<file path="config.mk">
export PLATFORM = sky130hd
export DESIGN_NAME = wooden_man_referee
export DESIGN_NICKNAME = d
export VERILOG_FILES = /design/src/rtl/wm_pkg.sv /design/src/rtl/wm_tick_timer.sv /design/src/rtl/wooden_man_referee.sv
export SDC_FILE = /design/constraint.sdc
export NUM_CORES = 1
export LEC_CHECK = 0
export CAP_MARGIN = 20
export CELL_PAD_IN_SITES_DETAIL_PLACEMENT = 1
export CELL_PAD_IN_SITES_GLOBAL_PLACEMENT = 2
export CORE_MARGIN = 2
export CORE_UTILIZATION = 30
export CTS_CLUSTER_DIAMETER = 120
export DETAILED_ROUTE_END_ITERATION = 6
export DONT_BUFFER_PORTS = 1
export PLACE_DENSITY = 0.71
export SLEW_MARGIN = 20
export SYNTH_ARGS = -nofsm -noshare
export SYNTH_HDL_FRONTEND = slang
export SYNTH_SLANG_ARGS = --single-unit
</file>
<file path="constraint.sdc">
create_clock -name clk -period 4.7 [get_ports clk]
set_input_delay 0 -clock clk [delete_from_list [all_inputs] [get_ports clk]]
set_output_delay 0 -clock clk [all_outputs]
set_load 0.02 [all_outputs]
</file>
<file path="src/rtl/wm_pkg.sv">
// Shared types and constants for the wooden-man referee: state codes, LFSR
// constants and the green-length helper.
package wm_pkg;

  typedef enum logic [3:0] {
    ST_IDLE   = 4'd0,
    ST_COUNT  = 4'd1,
    ST_GREEN  = 4'd2,
    ST_TURN_R = 4'd3,
    ST_RED    = 4'd4,
    ST_TURN_G = 4'd5,
    ST_DONE   = 4'd6
  } wm_state_e;

  localparam int unsigned TMR_W  = 16;
  localparam int unsigned LFSR_W = 16;

  localparam logic [LFSR_W-1:0] LFSR_SEED = 16'hACE1;
  // Fibonacci taps 16,14,13,11 as a bit mask over lfsr[15:0]
  localparam logic [LFSR_W-1:0] LFSR_TAPS = 16'hB400;

  function automatic logic [TMR_W-1:0] green_len(input logic [TMR_W-1:0] base,
                                                 input logic [5:0]       rnd);
    return base + TMR_W'(rnd);
  endfunction

endpackage

</file>
<file path="src/rtl/wm_tick_timer.sv">
// Game-tick prescaler plus down-counter; done_c pulses in the last cycle of a
// loaded duration, so a load of D ticks spans exactly D*TICK_DIV cycles.
module wm_tick_timer #(
  parameter int unsigned TICK_DIV = 1000000,
  parameter int unsigned CNT_W    = 16
) (
  input  logic             clk,
  input  logic             rst,
  input  logic             load,
  input  logic             clear,
  input  logic [CNT_W-1:0] load_val,
  output logic             done_c
);

  localparam int unsigned PRE_W = (TICK_DIV > 1) ? $clog2(TICK_DIV) : 1;
  localparam logic [PRE_W-1:0] PRE_MAX = PRE_W'(TICK_DIV - 1);

  logic [PRE_W-1:0] pre_q, pre_d;
  logic [CNT_W-1:0] cnt_q, cnt_d;
  logic             tick_c;

  assign tick_c = (pre_q == PRE_MAX);
  assign done_c = tick_c && (cnt_q == CNT_W'(1));

  always_comb begin
    pre_d = pre_q;
    cnt_d = cnt_q;
    if (load) begin
      pre_d = '0;
      cnt_d = load_val;
    end else if (clear) begin
      pre_d = '0;
      cnt_d = '0;
    end else if (tick_c) begin
      pre_d = '0;
      if (cnt_q != '0) cnt_d = cnt_q - CNT_W'(1);
    end else begin
      pre_d = pre_q + PRE_W'(1);
    end
  end

  always_ff @(posedge clk or negedge rst) begin
    if (!rst) begin
      pre_q <= '0;
      cnt_q <= '0;
    end else begin
      pre_q <= pre_d;
      cnt_q <= cnt_d;
    end
  end

endmodule

</file>
<file path="src/rtl/wooden_man_referee.sv">
// N-player "1-2-3 wooden man" referee: light cycle, doll turn, positions,
// eliminations and winners. Define WM_RANDOM_GREEN_EN for randomised green length.
module wooden_man_referee
  import wm_pkg::*;
#(
  parameter int unsigned N_PLAYERS   = 2,
  parameter int unsigned POS_W       = 5,
  parameter int unsigned GOAL        = 20,
  parameter int unsigned TICK_DIV    = 1000000,
  parameter int unsigned COUNT_TICKS = 300,
  parameter int unsigned GREEN_BASE  = 200,
  parameter int unsigned TURN_TICKS  = 50,
  parameter int unsigned RED_TICKS   = 300
) (
  input  logic                         clk,
  input  logic                         rst,
  input  logic                         start,
  input  logic [N_PLAYERS-1:0]         move,
  output logic [N_PLAYERS*POS_W-1:0]   pos,
  output logic [N_PLAYERS-1:0]         alive,
  output logic [N_PLAYERS-1:0]         finished,
  output logic                         allow,
  output logic                         turn,
  output logic                         music_on,
  output logic                         game_over,
  output logic [3:0]                   now_state
);

  localparam logic [POS_W-1:0] GOAL_V  = POS_W'(GOAL);
  localparam logic [POS_W-1:0] GOAL_M1 = POS_W'(GOAL - 1);

  wm_state_e state_q, state_d;

  logic [N_PLAYERS*POS_W-1:0] pos_q, pos_d;
  logic [N_PLAYERS-1:0]       alive_q, alive_d;
  logic [N_PLAYERS-1:0]       finished_q, finished_d;

  logic       allow_q, allow_d;
  logic       turn_q, turn_d;
  logic       music_q, music_d;
  logic       over_q, over_d;
  logic [3:0] code_q, code_d;

  logic             tmr_load_c;
  logic             tmr_clear_c;
  logic             tmr_done_c;
  logic [TMR_W-1:0] tmr_val_c;
  logic [TMR_W-1:0] green_ticks_c;
  logic [5:0]       green_rnd_c;
  logic             active_c;
  logic             all_out_c;
  logic             new_game_c;

`ifdef WM_RANDOM_GREEN_EN
  logic [LFSR_W-1:0] lfsr_q, lfsr_d;

  always_comb begin
    lfsr_d = {lfsr_q[LFSR_W-2:0], ^(lfsr_q & LFSR_TAPS)};
  end

  always_ff @(posedge clk or negedge rst) begin
    if (!rst) lfsr_q <= LFSR_SEED;
    else      lfsr_q <= lfsr_d;
  end

  assign green_rnd_c = lfsr_q[5:0];
`else
  assign green_rnd_c = 6'd0;
`endif

  assign green_ticks_c = green_len(TMR_W'(GREEN_BASE), green_rnd_c);

  assign active_c    = (state_q != ST_IDLE) && (state_q != ST_DONE);
  assign all_out_c   = &(finished_q | ~alive_q);
  assign new_game_c  = !active_c && (state_d == ST_COUNT);
  assign tmr_clear_c = !active_c;

  wm_tick_timer #(
    .TICK_DIV (TICK_DIV),
    .CNT_W    (TMR_W)
  ) u_timer (
    .clk      (clk),
    .rst      (rst),
    .load     (tmr_load_c),
    .clear    (tmr_clear_c),
    .load_val (tmr_val_c),
    .done_c   (tmr_done_c)
  );

  // Light-cycle sequencing; game end overrides any timer transition
  always_comb begin
    state_d    = state_q;
    tmr_val_c  = '0;
    tmr_load_c = 1'b0;

    case (state_q)
      ST_IDLE, ST_DONE: if (start)      state_d = ST_COUNT;
      ST_COUNT:         if (tmr_done_c) state_d = ST_GREEN;
      ST_GREEN:         if (tmr_done_c) state_d = ST_TURN_R;
      ST_TURN_R:        if (tmr_done_c) state_d = ST_RED;
      ST_RED:           if (tmr_done_c) state_d = ST_TURN_G;
      ST_TURN_G:        if (tmr_done_c) state_d = ST_GREEN;
      default:                          state_d = ST_IDLE;
    endcase

    if (active_c && all_out_c) state_d = ST_DONE;

    case (state_d)
      ST_COUNT:            tmr_val_c = TMR_W'(COUNT_TICKS);
      ST_GREEN:            tmr_val_c = green_ticks_c;
      ST_TURN_R, ST_TURN_G: tmr_val_c = TMR_W'(TURN_TICKS);
      ST_RED:              tmr_val_c = TMR_W'(RED_TICKS);
      default:             tmr_val_c = '0;
    endcase

    tmr_load_c = (state_d != state_q);

    allow_d = (state_q == ST_GREEN);
    music_d = (state_q == ST_GREEN);
    turn_d  = (state_q == ST_TURN_R) || (state_q == ST_RED) || (state_q == ST_TURN_G);
    over_d  = (state_q == ST_DONE);
    code_d  = state_q;
  end

  // Per-player step / elimination, judged against the registered state
  always_comb begin
    pos_d      = pos_q;
    alive_d    = alive_q;
    finished_d = finished_q;

    if (new_game_c) begin
      pos_d      = '0;
      alive_d    = '1;
      finished_d = '0;
    end else begin
      for (int i = 0; i < int'(N_PLAYERS); i++) begin
        if (move[i] && alive_q[i] && !finished_q[i]) begin
          if (state_q == ST_GREEN && pos_q[i*POS_W +: POS_W] < GOAL_V) begin
            pos_d[i*POS_W +: POS_W] = pos_q[i*POS_W +: POS_W] + POS_W'(1);
            if (pos_q[i*POS_W +: POS_W] == GOAL_M1) finished_d[i] = 1'b1;
          end else if (state_q == ST_RED) begin
            alive_d[i] = 1'b0;
          end
        end
      end
    end
  end

  always_ff @(posedge clk or negedge rst) begin
    if (!rst) begin
      state_q    <= ST_IDLE;
      pos_q      <= '0;
      alive_q    <= '1;
      finished_q <= '0;
      allow_q    <= 1'b0;
      turn_q     <= 1'b0;
      music_q    <= 1'b0;
      over_q     <= 1'b0;
      code_q     <= 4'd0;
    end else begin
      state_q    <= state_d;
      pos_q      <= pos_d;
      alive_q    <= alive_d;
      finished_q <= finished_d;
      allow_q    <= allow_d;
      turn_q     <= turn_d;
      music_q    <= music_d;
      over_q     <= over_d;
      code_q     <= code_d;
    end
  end

  assign pos       = pos_q;
  assign alive     = alive_q;
  assign finished  = finished_q;
  assign allow     = allow_q;
  assign turn      = turn_q;
  assign music_on  = music_q;
  assign game_over = over_q;
  assign now_state = code_q;

endmodule

</file>
==> results.py <==
metrics = {
    "floorplan": {
        "die-area_um2": 11600,
        "coreArea_um2": 10400,
        "die-height_um": 108,
        "rows": 37,
        "die_w_um": 108,
        "ios": 27,
        "start_util": 0.311,
    },
    "power_and_ir_drop": {
        "combPwrFrac": 0.078,
        "power_density_nw_per_um2": 289,
        "clkPwrFrac": 0.399,
        "power.total_uw": 1040,
        "seq_power_share": 0.523,
        "net-switching-power_uw": 289,
        "p_sw_frac": 0.278,
        "p_leak_uw": 0.00145,
        "ir_drop_mv": 0.120,
        "p_int_uw": 751,
    },
    "finish": {
        "area_growth_pct": 11.3,
        "diodes": 0,
        "final_area_um2": 3600,
        "layout_common_cells": "nor2_1 (59), dfrtp_1 (59), nand2_1 (20), xor2_1 (20), xnor2_1 (18)",
        "drive_above_1_share": 0.0870,
        "final_nets": 351,
    },
    "routing": {
        "wl_um": 7690,
        "route.detailed.drc": 0,
        "dr.first_iter.drc_count": 81,
        "num_vias": 2493,
        "postRouteAntennaNets": 0,
        "via_per_inst": 5.18,
        "wl_per_cell_um": 16.0,
        "dr.pass1.iters": 4,
    },
    "timing": {
        "timing.fmax_ghz": 0.272,
        "fin_skew_ns": 0.00984,
        "hold_slack_ns": 0.0225,
        "maxSlewViolCount": 0,
        "rsz0062_at_grt": "no",
        "hold_violations": 0,
        "fin_crit_sh": 0.783,
        "setup_viol": 0,
        "layout_min_cycle_time_ns": 3.68,
        "tightest_slew_ns": 0.875,
        "fin_setup_tns_ns": 0,
        "slew_headroom": 0.409,
        "finalWorstSetupSlack_ns": 1.02,
    },
    "logic_synthesis": {
        "ys_seq_area_frac": 0.472,
        "yosysTopAreaCell": "dfrtp_1",
        "async_flop_share": 1.00,
        "synth_nets": 344,
        "yosysWarnings": 0,
        "synth_flop_cell": "dfrtp_1",
        "avgSynthCellArea_um2": 9.72,
        "synth_top_area_share": 0.456,
        "synth_edf_count": 0,
        "synthCells": 333,
        "yosys-top-cells-area": "dfrtp_1 (46%), nor2_1 (6.8%), xor2_1 (5.4%)",
        "syn_area_um2": 3240,
        "ys_types": 54,
        "ys_ff_latch": 61,
    },
    "place": {
        "io_buffers": 0,
        "gp_congestion": 0.782,
        "place_area_um2": 3360,
        "place_ws_ns": 0.995,
        "dp_hpwl_um": 5300,
    },
    "hold_path": {
        "hold_path_depth": 4,
        "hp-class": "in -> reg",
        "hold_path_end": "pos[0]",
        "hp-start": "move[0]",
    },
    "critical_path": {
        "path_common_cell": "or4_4",
        "crit_required_ns": 4.90,
        "crit_slowest_cell": "or4b_4",
        "crit_arrival_ns": 3.88,
        "path_cells": "or4_4, or4b_4, or4_4, and4_1, o211ai_4, a21o_1, nor2_1",
        "max_stage_delay_ns": 0.58,
        "cp-end-kind": "register",
        "path_max_fanout": 20,
        "r2r_slack_ns": 1.02,
        "r2r_end": "u_timer.pre_q[7]",
        "reg2reg_depth": 7,
        "start_kind": "register",
        "r2r_start": "u_timer.pre_q[7]",
        "critPathKind": "reg -> reg",
    },
    "global_route": {
        "grt_max_degree": 62,
        "grt_pass1_vias": 2654,
        "antenna_found_initial": 0,
        "overflow": 0,
        "grt_first_pass_wirelength_um": 13500,
        "grt_use_total": 0.149,
    },
    "cts": {
        "cts.sinks": 61,
        "h-tree-depth": 3,
        "cts_tree": "yes",
        "cts_root_buf": "clkbuf_8",
        "cts_buffer_depth": 2,
        "clk_pin_slew_worst_paths_ns": 0.08,
        "clock_latency_ns": 0.35,
        "cts_buffers": 9,
        "cts_resized": 0,
    },
    "run_status": {
        "outcome": "finished clean",
    },
    "job": {
        "drv_cap": 0,
    },
}
worst max-delay path: cells and delay by family (launching register included):
family	cells	cell delay [ns]
AND/OR/NAND/NOR	5	2.07
AO/OA/AOI/OAI	2	1.03
flip-flops	1	0.43
flip-flops by register name (all words and copies together), names as in the netlist:
signal and count:
alive 2, code_d 4, finished 2, game_over 1, music_on 1, now_state 4, pos 10, turn 1
u_timer.cnt_q 16, u_timer.pre_q 20
power by group through the flow:
stage	registers [µW]	clock network (µW)	logic (µW)
CTS	544	435	82.3
global placement	554	0	65.2
global route	546	457	91.5
detailed placement	554	0	65.4
floorplan	549	0	52.9
finish	544	415	81.0
kinds of logic after synthesis:
group / count (synthesis) / share of synthesized area
muxes: 2 / 0.00618
AOI/OAI and AO/OA: 46 / 0.109
and+or+nand+nor: 157 / 0.252
adders and majority gates: 7 / 0.0263
xor gates and xnor gates: 38 / 0.103
other: 1 / 0.00116
DFF: 61 / 0.472
buffers and inverters: 21 / 0.0309
worst max-delay path by stage:
stage,from,to,depth (start not counted)
2_1_floorplan,u_timer.pre_q[7],u_timer.cnt_q[3],8
3_3_place_gp,u_timer.pre_q[7],u_timer.pre_q[6],7
3_5_place_dp,u_timer.pre_q[7],u_timer.pre_q[5],7
4_1_cts,u_timer.pre_q[7],u_timer.pre_q[5],7
5_1_grt,u_timer.pre_q[7],u_timer.pre_q[7],7
6_report,u_timer.pre_q[7],u_timer.pre_q[7],7
per-layer routing:
| metal | up-vias | routed length [µm] | GRT usage |
|---|---|---|---|
| li1 | 1197 | - | - |
| met1 | 1262 | 3740 | 0.196 |
| met2 | 27 | 3590 | 0.232 |
| met3 | 7 | 238 | 0.0418 |
| met4 | 0 | 125 | 0.0577 |
| met5 | - | 0 | 0 |
synthesized netlist by cell type, drive strengths merged, types with 4 or more instances:
| cell | n |
|---|---|
| buf | 4 |
| nor3 | 7 |
| a31oi | 5 |
| inv | 10 |
| dfrtp | 59 |
| a21oi | 6 |
| nand4 | 11 |
| o22ai | 5 |
| ha | 6 |
| and3 | 5 |
| nor4b | 4 |
| nand2 | 20 |
| xnor2 | 18 |
| and4 | 4 |
| or4 | 4 |
| and2 | 5 |
| nor2b | 7 |
| o21ai | 8 |
| nor2 | 59 |
| nor4 | 7 |
| clkbuf | 7 |
| xor2 | 20 |
| nand3 | 13 |
area by class of cell:
cell class              count  area [µm²]
multi-input cells         251        1610
well taps                 136         170
fillers                  1213        6810
clock buffers               9         124
flip-flops and latches     61        1530
inverters                  10        37.5
clock inverters             7        52.6
repair buffers              7        82.6
repair_timing:
action / CTS / global route
setup buffers: 0 / 0
endpoints found under the hold margin: 63 / 0
hold buffers: 5 / 0
metrics by stage:
stage          std cells  utilization
6_report             481        0.346
5_1_grt              481        0.346
4_1_cts              481        0.346
3_5_place_dp         460        0.323
3_3_place_gp         460        0.323
2_1_floorplan        333            -
(Power assumes the default switching activity.)
